`src/rtl/dmem_word_access_ctrl.sv`:
```
// Memory-stage controller: splits one 32-bit load/store into four little-endian
// byte accesses on a byte-wide data memory, stalling the pipeline meanwhile.
module dmem_word_access_ctrl #(
  parameter int unsigned MEM_DEPTH  = 32,
  parameter int unsigned ADDR_WIDTH = 32
) (
  input  logic                  clk_i,
  input  logic                  rst_i,
  input  logic                  req_read_i,
  input  logic                  req_write_i,
  input  logic [ADDR_WIDTH-1:0] addr_i,
  input  logic [31:0]           wdata_i,
  output logic                  stall_o,
  output logic [31:0]           rdata_o,
  output logic                  rdata_valid_o,
  output logic                  err_o,
  output logic                  mem_read_o,
  output logic                  mem_write_o,
  output logic [ADDR_WIDTH-1:0] mem_addr_o,
  output logic [7:0]            mem_wdata_o,
  input  logic [7:0]            mem_rdata_i
);

  typedef enum logic [1:0] {IDLE, RD, WR, DONE} state_e;

  // One extra bit so addr_i+3 cannot wrap past the range check.
  localparam logic [ADDR_WIDTH:0] DEPTH_EXT = (ADDR_WIDTH+1)'(MEM_DEPTH);

  state_e                state_q, state_d;
  logic [1:0]            cnt_q, cnt_d;
  logic [ADDR_WIDTH-1:0] addr_q, addr_d;
  logic [31:0]           wdata_q, wdata_d;
  logic [31:0]           shadow_q, shadow_d;
  logic [31:0]           rdata_q, rdata_d;
  logic                  is_load_q, is_load_d;

  logic any_req;
  logic legal;
  logic go;
  logic bad;

  assign any_req = req_read_i | req_write_i;
  assign legal   = (addr_i[1:0] == 2'b00)
                && (({1'b0, addr_i} + (ADDR_WIDTH+1)'(3)) < DEPTH_EXT)
                && !(req_read_i && req_write_i);
  assign go      = (state_q == IDLE) && any_req && legal;
  assign bad     = (state_q == IDLE) && any_req && !legal;

  always_comb begin
    state_d   = state_q;
    cnt_d     = cnt_q;
    addr_d    = addr_q;
    wdata_d   = wdata_q;
    shadow_d  = shadow_q;
    rdata_d   = rdata_q;
    is_load_d = is_load_q;
    case (state_q)
      IDLE: begin
        if (go) begin
          addr_d    = addr_i;
          wdata_d   = wdata_i;
          cnt_d     = '0;
          is_load_d = req_read_i;
          state_d   = req_read_i ? RD : WR;
        end
      end
      RD: begin
        shadow_d[8*cnt_q +: 8] = mem_rdata_i;
        cnt_d = cnt_q + 2'd1;
        // The last byte is merged straight into rdata so it is valid in DONE.
        if (cnt_q == 2'd3) begin
          rdata_d = {mem_rdata_i, shadow_q[23:0]};
          state_d = DONE;
        end
      end
      WR: begin
        cnt_d = cnt_q + 2'd1;
        if (cnt_q == 2'd3) state_d = DONE;
      end
      DONE: state_d = IDLE;
      default: state_d = IDLE;
    endcase
  end

  always_ff @(posedge clk_i or negedge rst_i) begin
    if (!rst_i) begin
      state_q   <= IDLE;
      cnt_q     <= '0;
      addr_q    <= '0;
      wdata_q   <= '0;
      shadow_q  <= '0;
      rdata_q   <= '0;
      is_load_q <= 1'b0;
    end else begin
      state_q   <= state_d;
      cnt_q     <= cnt_d;
      addr_q    <= addr_d;
      wdata_q   <= wdata_d;
      shadow_q  <= shadow_d;
      rdata_q   <= rdata_d;
      is_load_q <= is_load_d;
    end
  end

  // Request-driven IDLE outputs are masked by reset so every output reads 0 during reset.
  assign stall_o       = (rst_i && go) || (state_q == RD) || (state_q == WR);
  assign err_o         = rst_i && bad;
  assign mem_read_o    = (state_q == RD);
  assign mem_write_o   = (state_q == WR);
  assign mem_addr_o    = ((state_q == RD) || (state_q == WR)) ? addr_q + ADDR_WIDTH'(cnt_q) : '0;
  assign mem_wdata_o   = (state_q == WR) ? wdata_q[8*cnt_q +: 8] : '0;
  assign rdata_o       = rdata_q;
  assign rdata_valid_o = (state_q == DONE) && is_load_q;

endmodule

```
`config.mk`:
```
export PLATFORM = sky130hd
export DESIGN_NAME = dmem_word_access_ctrl
export DESIGN_NICKNAME = d
export VERILOG_FILES = /design/src/rtl/dmem_word_access_ctrl.sv
export SDC_FILE = /design/constraint.sdc
export NUM_CORES = 1
export LEC_CHECK = 0
export ABC_CLOCK_PERIOD_IN_PS = 5800
export CAP_MARGIN = 20
export CORE_MARGIN = 2
export CORE_UTILIZATION = 35
export DETAILED_ROUTE_END_ITERATION = 16
export DONT_BUFFER_PORTS = 1
export PLACE_DENSITY_LB_ADDON = 0.15
export SLEW_MARGIN = 15
export SYNTH_ARGS = -nofsm -noshare
export SYNTH_HDL_FRONTEND = slang
export SYNTH_SLANG_ARGS = --single-unit
```
`constraint.sdc`:
```
create_clock -name clk_i -period 5.8 [get_ports clk_i]
set_clock_uncertainty 0.2 [all_clocks]
set_input_delay 0.29 -clock clk_i [delete_from_list [all_inputs] [get_ports clk_i]]
set_output_delay 0.29 -clock clk_i [all_outputs]
set_load 0.01 [all_outputs]
```
==> flow_summary.ini <==
[critical_path]
critPathKind = flop to output pin
crit_arrival_ns = 3.87
cp.required_ns = 5.31
critPathCaptureType = output pin
critPathLaunch = cnt_q[0]$_DFFE_PN0P_
timing.rr.start = cnt_q[0]$_DFFE_PN0P_
cp-start-kind = flop
critical_path.max_fanout = 16

[global_routing]
grt_max_degree = 126
grtUsageMet1_pct = 19.9
use_met3_pct = 5.96
grt_pass1_wl_um = 24700
grt_pass1_vias = 4610
gr-usage-met2_pct = 26.9
antenna_found_initial = 1
grt_usage_pct = 16.2
top_usage_layer = met2
grt-ovfl-total = 0

[finish]
n_antenna_cell = 0
area_growth_pct = 20.1
fillers = 1682
nets = 670
drive_above_1_share_pct = 15.8
fin_area_mm2 = 0.00755

[sta]
setup_viol = 0
min_period_over_period_pct = 75.1
max_freq_mhz = 229
rsz0062_at_grt = no
worst-slew-pin-transition_ns = 0.999
max_slew_margin_pct = 33.3
drv_slew = 0
fin_tns_setup_ns = 0
finalHoldViolCount = 0
min_period_ns = 4.36

[drt]
drt-total-wl_um = 14900
dr.pass1.iters = 5
drcViolationCount = 0
ant_nets = 0
wl_per_cell_um = 18.1
viasPerCell = 5.34
vias = 4394
drt-initial-drc-count = 193

[clock_tree]
cts_buffer_depth = 2
postCtsSetupRepairBufs = 0
cts_root_buf = clkbuf_16
cts.hold.buffers_added = 46
clk_pin_slew_ns = 0.06
clock_latency_ns = 0.41
clkSinkCount = 125
cts_made_buffers = 17
cts_max_level = 4
cts_resized = 0
cts_tree = done

[power]
leakagePower_nw = 3.44
ir_drop_mv = 0.193
p_per_area_mw_per_mm2 = 270

[place]
io_buffers = 0
postPlaceCellArea_mm2 = 0.00649
dp_hpwl_um = 10100
finalWeightedCongestion = 0.799

[synthesis]
synth_area_mm2 = 0.00628
yosys_register_bits = 125
synth_nets = 621
async_flop_share_pct = 100
synth_edf_count = 0
avgSynthCellArea_um2 = 11.8
yosys.area.top_type = dfrtp_1
synth_top_area_share_pct = 49.8
ys_types = 57
syn_inst = 532
ys_seq_area_share_pct = 49.8
synth_warnings = 0
synth_flop_cell = dfrtp_1
yosys-top-cells-count = dfrtp_1, nor2_1, mux2_2
synth.most_common_cell = dfrtp_1
synthTopCellsByArea = dfrtp_1, mux2_2, mux2_1

[floorplanning]
die_h_um = 138
initial_core_util_pct = 35.3
core-area_mm2 = 0.0178
row_count = 49
die_x_um = 138
die_area_mm2 = 0.0190
pin_count = 153

[hold_path]
hp-class = primary input to flop
worstHoldStart = req_read_i

[run]
cap_violations = 0

[run_status]
outcome = finished, final reports clean
-- worst max-delay path, stage by stage (launching register included) --
cell and delay [ns]:
dfrtp_1 0.92, ha_1 0.29, inv_1 0.05, fa_1 0.45
nor4b_2 0.83, nand3_1 0.20, nor3_1 0.28, nand2_1 0.10
xor2_1 0.14, nor2_1 0.18
-- routing by layer --
metal	part of all wire (%)	wire (um)
met5	0	0
met3	7.0	1040
met4	1.3	191
met1	43	6350
met2	49	7320
-- area by class of cell --
cell class | count | area, um^2 | share of cell area (%)
timing repair buffer | 48 | 493 | 6.53
clock buffer | 19 | 443 | 5.87
inverter | 10 | 37.5 | 0.497
clock inverter | 13 | 130 | 1.72
sequential | 125 | 3130 | 41.4
multi-input combinational | 379 | 3030 | 40.2
tap | 229 | 287 | 3.79
-- power breakdown --
part / total [W] / switching (W) / leakage (nW) / internal [W]
Clock: 0.00102 / 0.000413 / 0.273 / 0.000610
Sequential: 0.000927 / 0.0000292 / 1.71 / 0.000898
Combinational: 0.0000889 / 0.0000398 / 1.45 / 0.0000490
Total: 0.00204 / 0.000482 / 3.44 / 0.00156
-- kinds of logic after synthesis --
logic type / Yosys count / share of synthesized area, %
simple gates: 193 / 16.8
mux: 77 / 15.8
buf+inv: 28 / 2.27
flops: 125 / 49.8
compound gates: 65 / 8.34
fa+ha+maj: 13 / 2.71
xor+xnor: 31 / 4.32
-- final timing paths --
| path | endpoint | slack [ns] | depth (start not counted) |
|---|---|---|---|
| worst max-delay path | mem_addr_o[30] | 1.44 | 9 |
| max in group asynchronous | addr_q[2]$_DFFE_PN0P_ | 4.62 | 2 |
| worst min register to register | is_load_q$_DFFE_PN0P_ | 0.28 | 1 |
| worst min-delay path | state_q[0]$_DFFE_PN0P_ | 0.07 | 5 |
| worst max register to register | shadow_q[12]$_DFFE_PN0P_ | 2.86 | 5 |
| min in group asynchronous | rdata_o[26]$_DFFE_PN0P_ | 0.30 | 2 |
-- sequential cells by signal, indices dropped and copies added, names as in the netlist --
signal	count
addr_q	32
rdata_o	32
cnt_q	2
state_q	2
is_load_q	1
wdata_q	32
shadow_q	24
-- layout by cell type (no fill, tap or decap), types with 12 or more instances in the layout --
cell and n:
a22o_1 24, and2_1 19, clkbuf_16 17, dfrtp_1 125, dlygate4sd3_1 45, ha_1 12, mux2_1 28, mux2_2 32
nand2_1 25, nand3_1 23, nand4_1 17, nor2_1 42, nor2b_1 29, xor2_1 21
-- per-stage QoR --
stage	hold WS (ns)	std cells	power [W]	setup WS [ns]	utilization [%]
global route	0.0837	823	0.00213	1.06	42.5
CTS	0.0509	823	0.00207	1.34	42.4
global placement	-0.201	745	0.000984	1.87	36.5
detailed placement	-0.202	745	0.000986	1.79	36.5
finish	0.0675	823	0.00204	1.44	42.5
floorplan	-0.206	532	0.000976	2.57	-
No activity file was read; power rests on OpenSTA's default activity.
